$ cat src/rtl/key_loader_pkg.sv
// Shared types and helpers for the serial key loader and its bench model.
package key_loader_pkg;

    localparam int unsigned CHK_WIDTH     = 8;
    // Widest key the fold helper accepts; narrower keys are zero-extended, which leaves the fold unchanged.
    localparam int unsigned MAX_KEY_WIDTH = 256;

    typedef enum logic [2:0] {
        StIdle,
        StShift,
        StCheck,
        StDone,
        StLock
    } state_e;

    function automatic logic [CHK_WIDTH-1:0] xor_fold(input logic [MAX_KEY_WIDTH-1:0] key);
        logic [CHK_WIDTH-1:0] acc;
        acc = '0;
        for (int unsigned k = 0; k < MAX_KEY_WIDTH / CHK_WIDTH; k++) begin
            acc = acc ^ key[k*CHK_WIDTH +: CHK_WIDTH];
        end
        return acc;
    endfunction

endpackage

$ cat src/rtl/key_shift_rx.sv
// Serial-in receiver: collects KEY_WIDTH key bits then CHK_WIDTH checksum bits, LSB first.
module key_shift_rx
    import key_loader_pkg::*;
#(
    parameter int unsigned KEY_WIDTH = 24
) (
    input  logic                 clk,
    input  logic                 rst_n,
    input  logic                 start_i,
    input  logic                 sdata_i,
    input  logic                 svalid_i,
    output logic                 sready_o,
    output logic                 done_o,
    output logic [KEY_WIDTH-1:0] key_o,
    output logic [CHK_WIDTH-1:0] chk_o
);

    localparam int unsigned TotBits = KEY_WIDTH + CHK_WIDTH;
    localparam int unsigned CntW    = $clog2(TotBits);

    logic [TotBits-1:0] sr_q, sr_d;
    logic [CntW-1:0]    cnt_q, cnt_d;
    logic               active_q, active_d;
    logic               take;

    assign take   = active_q & svalid_i;
    assign done_o = take & (cnt_q == CntW'(TotBits - 1));

    always_comb begin
        sr_d     = sr_q;
        cnt_d    = cnt_q;
        active_d = active_q;
        if (start_i) begin
            sr_d     = '0;
            cnt_d    = '0;
            active_d = 1'b1;
        end else if (take) begin
            // Shift right so the first bit received settles at bit 0.
            sr_d  = {sdata_i, sr_q[TotBits-1:1]};
            cnt_d = cnt_q + CntW'(1);
            if (done_o) begin
                active_d = 1'b0;
            end
        end
    end

    always_ff @(posedge clk or negedge rst_n) begin
        if (!rst_n) begin
            sr_q     <= '0;
            cnt_q    <= '0;
            active_q <= 1'b0;
        end else begin
            sr_q     <= sr_d;
            cnt_q    <= cnt_d;
            active_q <= active_d;
        end
    end

    assign sready_o = active_q;
    assign key_o    = sr_q[KEY_WIDTH-1:0];
    assign chk_o    = sr_q[TotBits-1 -: CHK_WIDTH];

endmodule

$ cat src/rtl/key_loader.sv
// Checksum-verified key provisioning for locked netlists, with a volatile failed-load lockout.
module key_loader
    import key_loader_pkg::*;
#(
    parameter int unsigned KEY_WIDTH = 24,
    parameter int unsigned MAX_FAIL  = 3
) (
    input  logic                 clk,
    input  logic                 rst_n,
    input  logic                 load_start_i,
    input  logic                 sdata_i,
    input  logic                 svalid_i,
    output logic                 sready_o,
    output logic [KEY_WIDTH-1:0] key_out_o,
    output logic                 key_valid_o,
    output logic                 load_err_o,
    output logic                 locked_out_o,
    output logic                 busy_o
);

    if ((KEY_WIDTH % CHK_WIDTH) != 0 || KEY_WIDTH == 0 || KEY_WIDTH > MAX_KEY_WIDTH) begin : g_bad_width
        $error("key_loader: KEY_WIDTH must be a non-zero multiple of 8");
    end
    if (MAX_FAIL < 1 || MAX_FAIL > 15) begin : g_bad_fail
        $error("key_loader: MAX_FAIL must be in 1..15");
    end

    state_e               state_q, state_d;
    logic [3:0]           fail_q, fail_d, fail_inc;
    logic [KEY_WIDTH-1:0] key_q, key_d;
    logic                 key_valid_q, key_valid_d;
    logic                 load_err_q, load_err_d;
    logic                 locked_q, locked_d;
    logic                 busy_q, busy_d;

    logic                 rx_start;
    logic                 rx_done;
    logic                 rx_sready;
    logic [KEY_WIDTH-1:0] rx_key;
    logic [CHK_WIDTH-1:0] rx_chk;
    logic                 chk_ok;

    key_shift_rx #(
        .KEY_WIDTH (KEY_WIDTH)
    ) u_rx (
        .clk      (clk),
        .rst_n    (rst_n),
        .start_i  (rx_start),
        .sdata_i  (sdata_i),
        .svalid_i (svalid_i),
        .sready_o (rx_sready),
        .done_o   (rx_done),
        .key_o    (rx_key),
        .chk_o    (rx_chk)
    );

    assign chk_ok   = (xor_fold(MAX_KEY_WIDTH'(rx_key)) == rx_chk);
    assign fail_inc = fail_q + 4'd1;

    always_comb begin
        state_d     = state_q;
        fail_d      = fail_q;
        key_d       = key_q;
        key_valid_d = key_valid_q;
        load_err_d  = 1'b0;
        locked_d    = locked_q;
        rx_start    = 1'b0;
        unique case (state_q)
            StIdle: begin
                if (load_start_i) begin
                    rx_start = 1'b1;
                    state_d  = StShift;
                end
            end
            StShift: begin
                if (rx_done) begin
                    state_d = StCheck;
                end
            end
            StCheck: begin
                if (chk_ok) begin
                    key_d       = rx_key;
                    key_valid_d = 1'b1;
                    fail_d      = '0;
                    state_d     = StDone;
                end else begin
                    key_d       = '0;
                    key_valid_d = 1'b0;
                    load_err_d  = 1'b1;
                    fail_d      = fail_inc;
                    if (fail_inc == 4'(MAX_FAIL)) begin
                        locked_d = 1'b1;
                        state_d  = StLock;
                    end else begin
                        state_d = StIdle;
                    end
                end
            end
            StDone: begin
                if (load_start_i) begin
                    // Drop the old key the moment a reload starts.
                    key_d       = '0;
                    key_valid_d = 1'b0;
                    rx_start    = 1'b1;
                    state_d     = StShift;
                end
            end
            StLock: begin
                key_d       = '0;
                key_valid_d = 1'b0;
            end
            default: begin
                state_d = StIdle;
            end
        endcase
        busy_d = (state_d == StShift) || (state_d == StCheck);
    end

    always_ff @(posedge clk or negedge rst_n) begin
        if (!rst_n) begin
            state_q     <= StIdle;
            fail_q      <= '0;
            key_q       <= '0;
            key_valid_q <= 1'b0;
            load_err_q  <= 1'b0;
            locked_q    <= 1'b0;
            busy_q      <= 1'b0;
        end else begin
            state_q     <= state_d;
            fail_q      <= fail_d;
            key_q       <= key_d;
            key_valid_q <= key_valid_d;
            load_err_q  <= load_err_d;
            locked_q    <= locked_d;
            busy_q      <= busy_d;
        end
    end

    assign sready_o     = rx_sready;
    assign key_out_o    = key_q;
    assign key_valid_o  = key_valid_q;
    assign load_err_o   = load_err_q;
    assign locked_out_o = locked_q;
    assign busy_o       = busy_q;

endmodule

$ cat config.mk
export PLATFORM = sky130hd
export DESIGN_NAME = key_loader
export DESIGN_NICKNAME = d
export VERILOG_FILES = /design/src/rtl/key_loader_pkg.sv /design/src/rtl/key_shift_rx.sv /design/src/rtl/key_loader.sv
export SDC_FILE = /design/constraint.sdc
export NUM_CORES = 1
export LEC_CHECK = 0
export ABC_CLOCK_PERIOD_IN_PS = 2000
export CAP_MARGIN = 0
export CORE_MARGIN = 4
export CORE_UTILIZATION = 53
export CTS_CLUSTER_DIAMETER = 50
export DETAILED_ROUTE_END_ITERATION = 16
export HOLD_SLACK_MARGIN = 0.02
export PLACE_DENSITY = 0.77
export SLEW_MARGIN = 0
export SYNTH_ARGS = -nofsm -noshare
export SYNTH_HDL_FRONTEND = slang
export SYNTH_SLANG_ARGS = --single-unit
$ cat constraint.sdc
create_clock -name clk -period 2 [get_ports clk]
set_input_delay 0.2 -clock clk [delete_from_list [all_inputs] [get_ports clk]]
set_output_delay 0.2 -clock clk [all_outputs]
set_load 0.01 [all_outputs]
Yosys cells after proc, flatten, opt, wreduce, memory -nomap -nowiden

Cells that the tools add are included.

Register bits after elaboration: 73
Latch bits: 0
RAM bits: 0
Bits in read-only memories: 0
Input port bits: 5
Output and inout port bits: 29
Word-level logic and storage cells: 59
Memories kept: 0

Add/sub/neg operators: 2
Multipliers: 0
Div/mod/pow operators: 0
Order comparisons: 0
Eq/ne operators: 10
Shift operators: 0
Mux-type cells: 23
Bitwise gates (word level): 5
Reduce and logical (&&, ||, !) cells: 9

Operators with widths:

| cell                  | count |
|---|---|
| $pmux W24 S3          | 1 |
| $mux W32              | 2 |
| $mux W24              | 2 |
| $xor A8 B8 Y8         | 2 |
| $mux W3               | 4 |
| $pmux W3 S4           | 1 |
| $mux W5               | 2 |
| $eq A3 B2 Y1 const B  | 3 |
| $mux W1               | 9 |
| $eq A8 B8 Y1          | 1 |
| $eq A3 B1 Y1 const B  | 2 |
| $add A5 B1 Y5 const B | 1 |
| $eq A5 B5 Y1 const B  | 1 |
| $add A4 B1 Y4 const B | 1 |
| $eq A4 B2 Y1 const B  | 1 |
| $mux W4               | 1 |
| $reduce_and A2 Y1     | 2 |
| $reduce_bool A2 Y1    | 2 |
| $eq A3 B3 Y1 const B  | 1 |
| $logic_not A3 Y1      | 1 |
| $pmux W1 S3           | 1 |
| $reduce_and A3 Y1     | 1 |
| $reduce_bool A3 Y1    | 1 |
| $and A1 B1 Y1         | 2 |
| 4 further kinds       | 4 |

Logic depth before layout (Yosys ltp)

Word-level depth: 7
Mapped depth: 7
Depth with buffers taken out: 7

Modules after synthesis

A second synthesis with hierarchy kept.

Cells, all modules: 306
Area total of the unflattened synthesis: 3210.6 µm²

Modules (own cells, without submodules):

| module       | times used | cells an instance | area an instance (µm²) | sequential area each (µm²) |
|---|---|---|---|---|
| key_loader   | 1          | 138               | 1652.8                 | 875.8 |
| key_shift_rx | 1          | 168               | 1557.7                 | 950.9 |

Worst setup path before layout

Ideal clock, no wire load.

Path kind: register to register
From: register u_rx.cnt_q[0]
To: register state_q[1]
Library setup time: 0.122 ns
Data arrival time: 1.302 ns
Required time: 1.878 ns
Path slack: 0.577 ns
Cell stages (with the launch flop): 7
Path buffers: 0
Clock period less this slack: 1.423 ns
Path through: dfrtp_1 ha_1 and3_1 ha_1 nand2_1 mux2i_1 a32o_1

Word-level cells in the longest chain between the ends: 4

Ends and longest elaborated chain:

| element                | RTL line           | text |
|---|---|---|
| start, declared        | key_shift_rx.sv:22 | `logic [CntW-1:0] cnt_q, cnt_d;` |
| start signal, assigned | key_shift_rx.sv:54 | `cnt_q <= cnt_d;` |
| $eq A5 B5 Y1           | key_shift_rx.sv:27 | `assign done_o = take & (cnt_q == CntW'(TotBits - 1));` |
| $and A1 B1 Y1          | key_shift_rx.sv:27 |  |
| $mux W3                | key_loader.sv:76   | `if (rx_done) begin` |
| $pmux W3 S4            | key_loader.sv:68   | `unique case (state_q)` |
| via state_d[1]         | key_loader.sv:28   | `state_e state_q, state_d;` |
| end signal, assigned   | key_loader.sv:121  | `state_q <= StIdle;` |
| end signal, assigned   | key_loader.sv:129  | `state_q <= state_d;` |
| end, declared          | key_loader.sv:28   |  |

The timed path passes the listed nets, and every way through them passes these cells.
A chain may end at the register's enable or synchronous reset.

Worst setup path after layout

From: register u_rx.sr_q[22]
To: register key_q[3], in the netlist key_out_o[3]

Word-level cells in the longest chain between the ends: 4

Ends and longest elaborated chain:

| element                | RTL line             | text |
|---|---|---|
| start, declared        | key_shift_rx.sv:21   | `logic [TotBits-1:0] sr_q, sr_d;` |
| start signal, assigned | key_shift_rx.sv:53   | `sr_q <= sr_d;` |
| $xor A8 B8 Y8          | key_loader_pkg.sv:20 | `acc = acc ^ key[k*CHK_WIDTH +: CHK_WIDTH];` |
| $eq A8 B8 Y1           | key_loader.sv:57     | `assign chk_ok = (xor_fold(MAX_KEY_WIDTH'(rx_key)) == rx_chk);` |
| $mux W24               | key_loader.sv:81     | `if (chk_ok) begin` |
| $pmux W24 S3           | key_loader.sv:68     |  |
| end signal, assigned   | key_loader.sv:131    | `key_q <= key_d;` |
| end, declared          | key_loader.sv:30     | `logic [KEY_WIDTH-1:0] key_q, key_d;` |

Every way passes these cells.

==> results.md <==
Yosys:
- For this run, the register share of the synthesized area comes to 56.3%.
- After synthesis the netlist holds a flip-flop and latch count of 73.
- The total of warnings raised by yosys is 0.
- By area the synthesized netlist is led by sky130_fd_sc_hd__dfrtp_1 56%, sky130_fd_sc_hd__nand2_1 8.8%, sky130_fd_sc_hd__a32o_2 8.3%, sky130_fd_sc_hd__a21oi_1 6.2%, sky130_fd_sc_hd__xnor2_1 5.9%.
- The number of cells produced by synthesis is 307.
- The mapped netlist covers 0.00324 mm2.
- The synthesized design spends more area on one cell type than any other, namely sky130_fd_sc_hd__dfrtp_1.
- After synthesis, the mean cell area works out to 10.6 um2.
- In this run, distinct cell masters in the synthesized netlist total 34.
- Of the post-synthesis cell area, the dominant cell type holds 56.3%.
- The synthesized net count is 316.

Setup path:
- The stage delay of the slowest cell on the critical path is 0.43 ns.
- The critical path is of the reg2reg type.
- The source of the critical timing path is u_rx.sr_q[22].
- The slowest stage of the critical path is the sky130_fd_sc_hd__dfrtp_1 cell.
- Data on the critical path is required at its endpoint by 2.30 ns.
- For the worst setup path, the data arrival time is 2.05 ns.
- The critical path launch point type is a flop.
- The most critical setup path has its endpoint at key_out_o[3].
- The reg2reg setup slack is 0.25 ns.
- The maximum fanout count along the critical path is 22.
- The most numerous cell type found on the critical path is sky130_fd_sc_hd__xnor2_1.
- The endpoint of the worst-slack reg-to-reg timing path is key_out_o[3].
- The critical register-to-register path startpoint is u_rx.sr_q[22].
- STA classifies the critical path endpoint as a flop.
- The number of cells on the worst reg-to-reg path is 6.
- The critical path goes through xnor2_1 > xnor2_1 > nand4_1 > nor2_2 > buf_4 > a32o_2.

STA:
- Derived from the worst setup path, the maximum achievable clock frequency is 571 MHz.
- The summed negative setup slack over all endpoints is 0 ns.
- For the finished layout, the period the worst path requires is 1.75 ns.
- Setup slack on the critical path of the routed design comes to 0.247 ns.
- Setup repair after global routing left no endpoint under its margin.
- The final critical-path share of the clock period is 87.6%.
- The clock skew after layout is 0.00886 ns.
- Setup violations remaining at the end of the flow were counted as 0.
- Measured against its own limit, the worst slew margin works out to 70.0%.
- The count of endpoints failing hold in the final timing report was 0.
- The slew at the pin closest to its max-slew limit is 0.445 ns.
- The max-slew violation count is 0.

Finish:
- Across the whole layout, storage elements account for 0.00183 mm2.
- The synthesis-to-finish area growth is 20.8%.
- The filler cell count in the final layout is 462.
- The post-route netlist has 15.9% of its cells at a drive strength greater than 1.
- The repair_antennas step left the layout with diodes totalling 0.
- The layout net count is 350.
- The multi-input combinational cells in the finished layout cover a total of 0.00129 mm2.
- For this run, the share of the core covered by cells in the final layout is 66.1%.

Placement:
- In this run the tool buffered the top-level ports with 33 buffer cells.
- At the end of routability-driven placement, the weighted congestion stood at 0.780.
- Before CTS, the worst setup slack after placement is 0.282 ns.
- Once detailed placement completed, the half-perimeter wirelength came to 4.42 mm.

Floorplan:
- The area of the core is 0.00592 mm2.
- The die covers 0.00743 mm2.
- The initialized floorplan defines 28 standard-cell rows.
- The top-level port count is 34.
- The starting utilization of the core area is 54.8%.
- The overall die width is 86.2 um.
- The overall die height is 86.2 um.

Routing:
- The number of design-rule violations left by the first detailed-router iteration is 144.
- The total detailed-routing wirelength is 6.88 mm.
- The detailed-route DRC error count is 0.
- The number of detailed-route iterations in the first pass is 4.
- The detail route stage leaves a number of antenna-violating nets equal to 0.
- Dividing the detail-routed via count by the number of cells gives 5.60.
- The routed layout has 2357 vias.
- The wire length per cell is 16.3 um.

CTS:
- The total number of clock tree sinks is 73.
- The number of buffers added to fix hold violations after cts is 1.
- The clock tree from TritonCTS is yes.
- The quantity of gates resized following cts is 0.
- The H-tree level count is 3.
- The source-to-sink clock delay at the later pin of the worst-skew pair is 0.36 ns.
- The register clock-pin slew on the reported worst setup and hold paths is 0.08 ns.
- Buffers added to address setup during post-CTS repair amount to 0.
- In this run the deepest clock path goes through 2 buffers.
- Clock tree synthesis selected as its root buffer the cell sky130_fd_sc_hd__clkbuf_8.
- TritonCTS created 9 clock buffers.

Power:
- The share of power burned in registers is 46.6%.
- In this run the power density over the cells is 929 mW/mm2.
- The net switching power figure is 999 uW.
- The total power is 3.64 mW.
- The worst IR drop on VDD is 0.000519 V.
- In this run, the clock network consumes 37.7% of the power.
- The leakage power summed over all cells is 1.84 nW.
- The share of total power dissipated in combinational logic is 15.8%.
- The total internal power is 2.64 mW.
- Of the total power, the share spent switching nets is 27.5%.

GRT:
- The first-pass GRT wire length is 11.6 mm.
- Summed over all layers, the global routing overflow is 0.
- The number of antenna violations at the first check in global routing is 0.
- The largest net degree at the start of global routing is 39.
- Global routing used 20.2% of the available tracks across all layers.
- The number of global-route vias before repair is 2315.

Min path:
- The type of the tightest min-delay check is in2async.

Flow run:
- The max-cap check violation count is 0.

Status:
- The run finished with clean final reports.
[registers in the layout, indices dropped and copies added (netlist names)]
signal / flops
u_rx.sr_q: 32
key_out_o: 24
u_rx.cnt_q: 5
fail_q: 4
state_q: 3
busy_o: 1
key_valid_o: 1
load_err_o: 1
locked_out_o: 1
u_rx.sready_o: 1
[through the flow]
stage | instances | instance area, um2 | hold WS [ns]
global route | 421 | 3920 | 0.318
floorplan | 307 | 3240 | -0.0956
finish | 421 | 3920 | 0.295
global placement | 404 | 3670 | 0.142
detailed placement | 404 | 3670 | 0.150
CTS | 421 | 3920 | 0.303
[how the worst min path moves through the flow]
| stage | startpoint | to | slack [ns] | depth (start not counted) |
|---|---|---|---|---|
| final | rst_n | key_out_o[0] | 0.30 | 2 |
| after global routing | rst_n | key_out_o[0] | 0.32 | 2 |
| after CTS | rst_n | key_out_o[0] | 0.30 | 2 |
| after detailed placement | rst_n | busy_o | 0.15 | 1 |
| after global placement | rst_n | busy_o | 0.14 | 1 |
| after floorplan | rst_n | busy_o | -0.1 | 0 |
[cells in the final DEF, fill, tap and decap left out, drive strengths merged, types with 4 or more instances in the layout]
cell type / count
nand2: 76
dfrtp: 73
a21oi: 40
clkdlybuf4s50: 32
a32o: 25
xnor2: 22
buf: 12
clkbuf: 11
nor2: 9
xor2: 7
o21ai: 6
inv: 4
ha: 4
[synthesized netlist by cell type (all sizes together)]
cell type  number
nand3           1
inv             4
and4            1
mux2i           1
nor2            9
xnor2          22
nor3            1
dfrtp          73
and3            1
a31oi           1
clkbuf          7
nand2          76
ha              4
a22o            1
a21boi          1
xor2            7
a21o            2
nor3b           1
o21ai           6
and2            1
o211ai          1
o21a            1
a32o           25
o31ai           1
a21oi          40
o21bai          1
nand4           3
buf            15
[per-layer routing]
layer,wire length (um),up-vias,track usage (%)
li1,-,1130,-
met1,3300,1160,28.6
met2,3170,51,29.4
met3,257,16,5.51
met4,160,0,8.92
met5,0,-,0
[cells by family after synthesis]
group	Yosys count	share of synthesized area, %
flip-flops	73	56.3
multiplexers	1	0.309
AND/OR/NAND/NOR	94	11.8
buffers and inverters	26	4.24
XOR/XNOR	29	7.83
AO/OA/AOI/OAI	80	17.9
adder cells (fa/ha/maj)	4	1.54
[power by group through the flow]
stage | clock, mW | sequential, mW | combinational, mW
5_1_grt | 1.46 | 1.71 | 0.650
2_1_floorplan | 0 | 1.69 | 0.463
3_5_place_dp | 0 | 1.72 | 0.574
4_1_cts | 1.39 | 1.69 | 0.579
6_report | 1.37 | 1.69 | 0.573
3_3_place_gp | 0 | 1.72 | 0.561
[layout make-up]
cell class              instances  area share (%)
multi-input cells             208            32.9
inverters                       4           0.383
clock inverters                 5            2.65
flip-flops and latches         73            46.6
repair buffers                 45            11.6
clock buffers                  11            3.35
well taps                      75            2.40
[critical path: cells and delay by family (launching register included)]
kind,cells,cell delay [ns]
xor gates and xnor gates,2,0.46
DFF,1,0.43
and+or+nand+nor,2,0.30
buffers and inverters,1,0.28
AOI/OAI and AO/OA,1,0.21
No activity file was read; power rests on OpenSTA's default activity.
